## config.mk

```make
export PLATFORM = sky130hd
export DESIGN_NAME = hf_ssp_tx
export DESIGN_NICKNAME = d
export VERILOG_FILES = /design/src/rtl/hf_ssp_pkg.sv /design/src/rtl/hf_ssp_fifo.sv /design/src/rtl/hf_ssp_tx.sv
export SDC_FILE = /design/constraint.sdc
export NUM_CORES = 1
export LEC_CHECK = 0
export ABC_CLOCK_PERIOD_IN_PS = 4300
export BUFFER_PORTS_ARGS = -buffer_cell sky130_fd_sc_hd__buf_2
export CORE_ASPECT_RATIO = 1.25
export CORE_MARGIN = 2
export CORE_UTILIZATION = 63
export DETAILED_ROUTE_END_ITERATION = 10
export HOLD_SLACK_MARGIN = 0.1
export PLACE_DENSITY = 0.81
export SLEW_MARGIN = 20
export SYNTH_ARGS = -nofsm -noshare
export SYNTH_HDL_FRONTEND = slang
export SYNTH_SLANG_ARGS = --single-unit
export TNS_END_PERCENT = 100
```

## constraint.sdc

```tcl
create_clock -name ck_1356meg -period 4.3 [get_ports ck_1356meg]
set_clock_uncertainty 0.15 [all_clocks]
set_input_delay 0.215 -clock ck_1356meg [delete_from_list [all_inputs] [get_ports ck_1356meg]]
set_output_delay 0.215 -clock ck_1356meg [all_outputs]
set_load 0.1 [all_outputs]
```

## src/rtl/hf_ssp_pkg.sv

```systemverilog
// Shared types and default parameters for the HF-mode SSP transmit path.
package hf_ssp_pkg;

  typedef enum logic {
    IDLE  = 1'b0,
    SHIFT = 1'b1
  } state_e;

  localparam int SSP_DATA_W     = 8;
  localparam int SSP_CLK_HALF   = 4;
  localparam int SSP_FIFO_DEPTH = 4;

endpackage

```

## src/rtl/hf_ssp_fifo.sv

```systemverilog
// Small synchronous FIFO with first-word-fall-through output; extra pointer
// bit separates full from empty.
module hf_ssp_fifo
  import hf_ssp_pkg::*;
#(
  parameter int DATA_W = SSP_DATA_W,
  parameter int DEPTH  = SSP_FIFO_DEPTH
) (
  input  logic              ck_1356meg,
  input  logic              nrst,
  input  logic              push,
  input  logic              pop,
  input  logic              flush,
  input  logic [DATA_W-1:0] din,
  output logic [DATA_W-1:0] dout,
  output logic              full,
  output logic              empty
);

  localparam int AW = $clog2(DEPTH);

  logic [AW:0]       wr_ptr_q, wr_ptr_d;
  logic [AW:0]       rd_ptr_q, rd_ptr_d;
  logic [DATA_W-1:0] mem_q [DEPTH];
  logic              do_push;

  assign empty   = (wr_ptr_q == rd_ptr_q);
  assign full    = (wr_ptr_q[AW] != rd_ptr_q[AW]) &&
                   (wr_ptr_q[AW-1:0] == rd_ptr_q[AW-1:0]);
  assign dout    = mem_q[rd_ptr_q[AW-1:0]];
  assign do_push = push && !full && !flush;

  always_comb begin
    wr_ptr_d = wr_ptr_q;
    rd_ptr_d = rd_ptr_q;
    if (flush) begin
      wr_ptr_d = '0;
      rd_ptr_d = '0;
    end else begin
      if (do_push)         wr_ptr_d = wr_ptr_q + (AW+1)'(1);
      if (pop && !empty)   rd_ptr_d = rd_ptr_q + (AW+1)'(1);
    end
  end

  always_ff @(posedge ck_1356meg or negedge nrst) begin
    if (!nrst) begin
      wr_ptr_q <= '0;
      rd_ptr_q <= '0;
    end else begin
      wr_ptr_q <= wr_ptr_d;
      rd_ptr_q <= rd_ptr_d;
    end
  end

  // Storage needs no reset: pointers alone define what is valid.
  always_ff @(posedge ck_1356meg) begin
    if (do_push) mem_q[wr_ptr_q[AW-1:0]] <= din;
  end

endmodule

```

## src/rtl/hf_ssp_tx.sv

```systemverilog
// SSP serializer: buffers parallel words and shifts them MSB-first to the ARM,
// changing data/frame only on ssp_clk falling edges.
module hf_ssp_tx
  import hf_ssp_pkg::*;
#(
  parameter int DATA_W     = SSP_DATA_W,
  parameter int CLK_HALF   = SSP_CLK_HALF,
  parameter int FIFO_DEPTH = SSP_FIFO_DEPTH
) (
  input  logic              ck_1356meg,
  input  logic              nrst,
  input  logic              en,
  input  logic [DATA_W-1:0] data_in,
  input  logic              data_valid,
  output logic              data_ready,
  output logic              ssp_clk,
  output logic              ssp_frame,
  output logic              ssp_din,
  output logic              busy,
  output logic              overflow
);

  localparam int BW = $clog2(DATA_W);
  localparam int DW = (CLK_HALF > 1) ? $clog2(CLK_HALF) : 1;
  localparam logic [DW-1:0] DIV_LAST = DW'(CLK_HALF - 1);
  localparam logic [BW-1:0] BIT_LAST = BW'(DATA_W - 1);

  state_e            state_q, state_d;
  logic [DW-1:0]     div_cnt_q, div_cnt_d;
  logic              ssp_clk_q, ssp_clk_d;
  logic [BW-1:0]     bit_cnt_q, bit_cnt_d;
  logic [DATA_W-1:0] shift_reg_q, shift_reg_d;
  logic              ssp_frame_q, ssp_frame_d;
  logic              ssp_din_q, ssp_din_d;
  logic              overflow_q, overflow_d;

  logic              fifo_push, fifo_pop, fifo_full, fifo_empty;
  logic [DATA_W-1:0] fifo_dout;
  logic              wrap, fall, load_word;

  assign data_ready = en && !fifo_full;
  assign fifo_push  = data_valid && data_ready;

  hf_ssp_fifo #(.DATA_W(DATA_W), .DEPTH(FIFO_DEPTH)) u_fifo (
    .ck_1356meg (ck_1356meg),
    .nrst       (nrst),
    .push       (fifo_push),
    .pop        (fifo_pop),
    .flush      (!en),
    .din        (data_in),
    .dout       (fifo_dout),
    .full       (fifo_full),
    .empty      (fifo_empty)
  );

  assign wrap      = (div_cnt_q == DIV_LAST);
  assign fall      = en && wrap && ssp_clk_q;
  // A new word loads from IDLE or right after the last bit, with no gap bit.
  assign load_word = fall && !fifo_empty && (state_q == IDLE || bit_cnt_q == '0);
  assign fifo_pop  = load_word;

  always_comb begin
    div_cnt_d = div_cnt_q;
    ssp_clk_d = ssp_clk_q;
    if (!en) begin
      div_cnt_d = '0;
      ssp_clk_d = 1'b0;
    end else if (wrap) begin
      div_cnt_d = '0;
      ssp_clk_d = !ssp_clk_q;
    end else begin
      div_cnt_d = div_cnt_q + DW'(1);
    end
  end

  always_comb begin
    state_d     = state_q;
    bit_cnt_d   = bit_cnt_q;
    shift_reg_d = shift_reg_q;
    ssp_frame_d = ssp_frame_q;
    ssp_din_d   = ssp_din_q;
    overflow_d  = overflow_q || (en && data_valid && fifo_full);
    if (!en) begin
      state_d     = IDLE;
      ssp_frame_d = 1'b0;
      ssp_din_d   = 1'b0;
      overflow_d  = 1'b0;
    end else if (load_word) begin
      shift_reg_d = fifo_dout;
      ssp_din_d   = fifo_dout[DATA_W-1];
      ssp_frame_d = 1'b1;
      bit_cnt_d   = BIT_LAST;
      state_d     = SHIFT;
    end else if (fall) begin
      if (state_q == SHIFT && bit_cnt_q != '0) begin
        ssp_frame_d = 1'b0;
        shift_reg_d = {shift_reg_q[DATA_W-2:0], 1'b0};
        ssp_din_d   = shift_reg_q[DATA_W-2];
        bit_cnt_d   = bit_cnt_q - BW'(1);
      end else begin
        ssp_frame_d = 1'b0;
        ssp_din_d   = 1'b0;
        state_d     = IDLE;
      end
    end
  end

  always_ff @(posedge ck_1356meg or negedge nrst) begin
    if (!nrst) begin
      state_q     <= IDLE;
      div_cnt_q   <= '0;
      ssp_clk_q   <= 1'b0;
      bit_cnt_q   <= '0;
      shift_reg_q <= '0;
      ssp_frame_q <= 1'b0;
      ssp_din_q   <= 1'b0;
      overflow_q  <= 1'b0;
    end else begin
      state_q     <= state_d;
      div_cnt_q   <= div_cnt_d;
      ssp_clk_q   <= ssp_clk_d;
      bit_cnt_q   <= bit_cnt_d;
      shift_reg_q <= shift_reg_d;
      ssp_frame_q <= ssp_frame_d;
      ssp_din_q   <= ssp_din_d;
      overflow_q  <= overflow_d;
    end
  end

  assign ssp_clk   = ssp_clk_q;
  assign ssp_frame = ssp_frame_q;
  assign ssp_din   = ssp_din_q;
  assign overflow  = overflow_q;
  assign busy      = (state_q == SHIFT) || !fifo_empty;

endmodule

```

==> metrics.txt <==
status=complete, no violations; via count=roughly 1400; Seq/Total Area, Yosys=a little under two thirds; start of the worst register-to-register path=u_fifo.rd_ptr_q[0]; Die ar.=between 4000 and 5000 um^2; first-pass GRT wire length=roughly 6.6 mm; reg2reg end=u_fifo.mem_q[0][0]; Critical Path AT=about 2200 ps; Iter 0 DRT Violations=80; largest net degree at the start of global routing=24; Die W=between 50 and 60 um; WL per Instance=17.25 um; multi-input logic area=about 800 um^2; Layout Cells excl Fill=238; Worst-path clk slew=~100 ps; Critical Path Start=u_fifo.rd_ptr_q[0]; Setup TNS=0 ps; cell chain of the critical path=xnor2_1, nand3_1, or2_2, buf_2; Peak Freq=0.3935 GHz; Slew Viols, Final=0; number of cells on the critical path=4; Synth Warn #=0; post-synthesis register bit count=55; Place WS=around 1800 ps; CTS max path bufs=2; number of synthesized flops with an enable pin=32; setup ws final=about 1800 ps; row cnt=25; post-synth cell types=32; Detailed Routing Iterations Pass 1=4; Nets=approximately 220; antenna cells=0; Mean Syn Cell Area=~14 um^2; Synth Instances=between 150 and 200; max incr delay on CP=between 600 and 700 ps; Final Wtd Congestion=~0.80; last element of the critical path=busy; Post-CTS Setup Bufs=0; commonest non-fill, non-tap cell in the layout=edfxtp_1; hold_sp=en; maxcap violations=0; Clock Latency Late Sink=about 310 ps; Pleak=1.094 nW; Pwr Density=366.8 nW/um^2; grt total ovfl=0; PortBufs=17; Post-Place Cells=220; cells on worst reg2reg path=3; Total Routing Usage GR=around 21%; Die H=about 73 um; worst path buffer plus inverter count=1; most frequent cells in the layout=32 x edfxtp_1, 23 x dfrtp_1, 17 x buf_2; slowest CP cell=dfrtp_1; final cycle utilization of the critical path=59.10%; num ports=18; Synth Flop Type=edfxtp_1; min cycle time layout=2541 ps; Power Total=about 1 mW; starting density of the core=around 65%; DP Wirelength=2.858 mm; layout cells sized above 1=between 10% and 20%; FFs w/ async S/R, synth=approximately two fifths; WS Path Type=reg2out; antenna viol nets, final=0; r2r setup slk=roughly 1800 ps; H-tree levels=2; via/cell ratio=5.975; clock sink total=between 50 and 60; RSZ-0062 raised after global routing=false; min-delay worst type=in2reg; CORE AREA=3722 um^2; total CTS buffers=5; Post-Route WL=approximately 4.1 mm; Required @ worst endpoint=3930 ps; Slew headroom=between 40% and 50%; number of global-route vias before repair=1420; worst-margin pin slew=~750 ps; Post-Route Utilization=between 70 and 80%; post-synth net total=190; Fillers=234; crit path max fanout=12; Synth Cell Area=roughly 2400 um^2; # setup viols final=0; Reg area=1536 um^2; Critical Path Start Type=flop; CTS tree=yes; Worst Hold Depth=2; Residual DRC=0; final-report hold violation count=0; family with the most delay on the worst path=flip-flops; Crit. End Element=output pin; Root Driver=clkbuf_8; Max IR drop VDD=approximately 390 uV; Syn-to-layout area delta=12.21%; antenna violations before repair=0
synth_stat cells, types with 4 or more instances:
| cell type | instances | area [um^2] |
|---|---|---|
| nand3_1 | 5 | 25.02 |
| xor2_1 | 5 | 43.79 |
| a21oi_1 | 11 | 55.05 |
| o22ai_1 | 8 | 50.05 |
| nor2_1 | 11 | 41.29 |
| dfrtp_1 | 23 | 575.6 |
| nand2_1 | 10 | 37.54 |
| xnor2_1 | 4 | 35.03 |
| edfxtp_1 | 32 | 960.9 |
| inv_1 | 8 | 30.03 |
| mux4_2 | 8 | 180.2 |
| and2_1 | 6 | 37.54 |
| ha_1 | 8 | 100.1 |
kinds of logic after synthesis:
kind of cell	synth area share (%)
adders and majority gates	4.156
muxes	8.312
DFF	63.79
AOI/OAI and AO/OA	8.156
buffers and inverters	2.805
and+or+nand+nor	9.507
xor gates and xnor gates	3.272
final cells by class:
| type | instances | share of cell area, % |
|---|---|---|
| Inverter | 8 | 1.111 |
| Clock inverter | 3 | 1.019 |
| Multi-Input combinational cell | 100 | 29.77 |
| Timing Repair Buffer | 27 | 6.852 |
| Sequential cell | 55 | 56.85 |
| Clock buffer | 5 | 2.546 |
| Tap cell | 40 | 1.852 |
timing repair:
action,in CTS,in global routing
hold buffers,10,0
resized for setup,0,0
endpoints found under the hold margin,57,0
per-stage QoR:
stage                     cell area, um^2  hold WS, ps
after floorplan                      2409       -230.6
after global placement               2506        50.57
after detailed placement             2506        62.30
after CTS                            2703        127.0
after global routing                 2703        150.9
final                                2703        130.2
sequential cells by signal (all words and copies together), names as in the netlist:
name and cells:
u_fifo.mem_q 32, shift_reg_q 7, bit_cnt_q 3, u_fifo.rd_ptr_q 3, u_fifo.wr_ptr_q 3, div_cnt_q 2, overflow 1, ssp_clk 1
ssp_din 1, ssp_frame 1, state_q 1
routing by layer:
metal | wire (um) | global-route usage [%] | share of wire [%]
met5 | 0 | 0 | 0
met4 | 68 | 7.828 | 1.7
met3 | 161 | 5.319 | 3.9
met2 | 2249 | 37.48 | 55
met1 | 1627 | 25.06 | 40
worst min-delay path by stage:
stage,end
floorplan,bit_cnt_q[0]
global placement,u_fifo.rd_ptr_q[2]
detailed placement,div_cnt_q[1]
CTS,ssp_frame
global route,ssp_frame
finish,ssp_frame
report_power, final:
group	switching (mW)	internal [mW]	leakage (nW)
logic	0.0694	0.0382	0.446
clock network	0.172	0.121	0.0467
registers	0.0117	0.579	0.602
(Power assumes the default switching activity.)
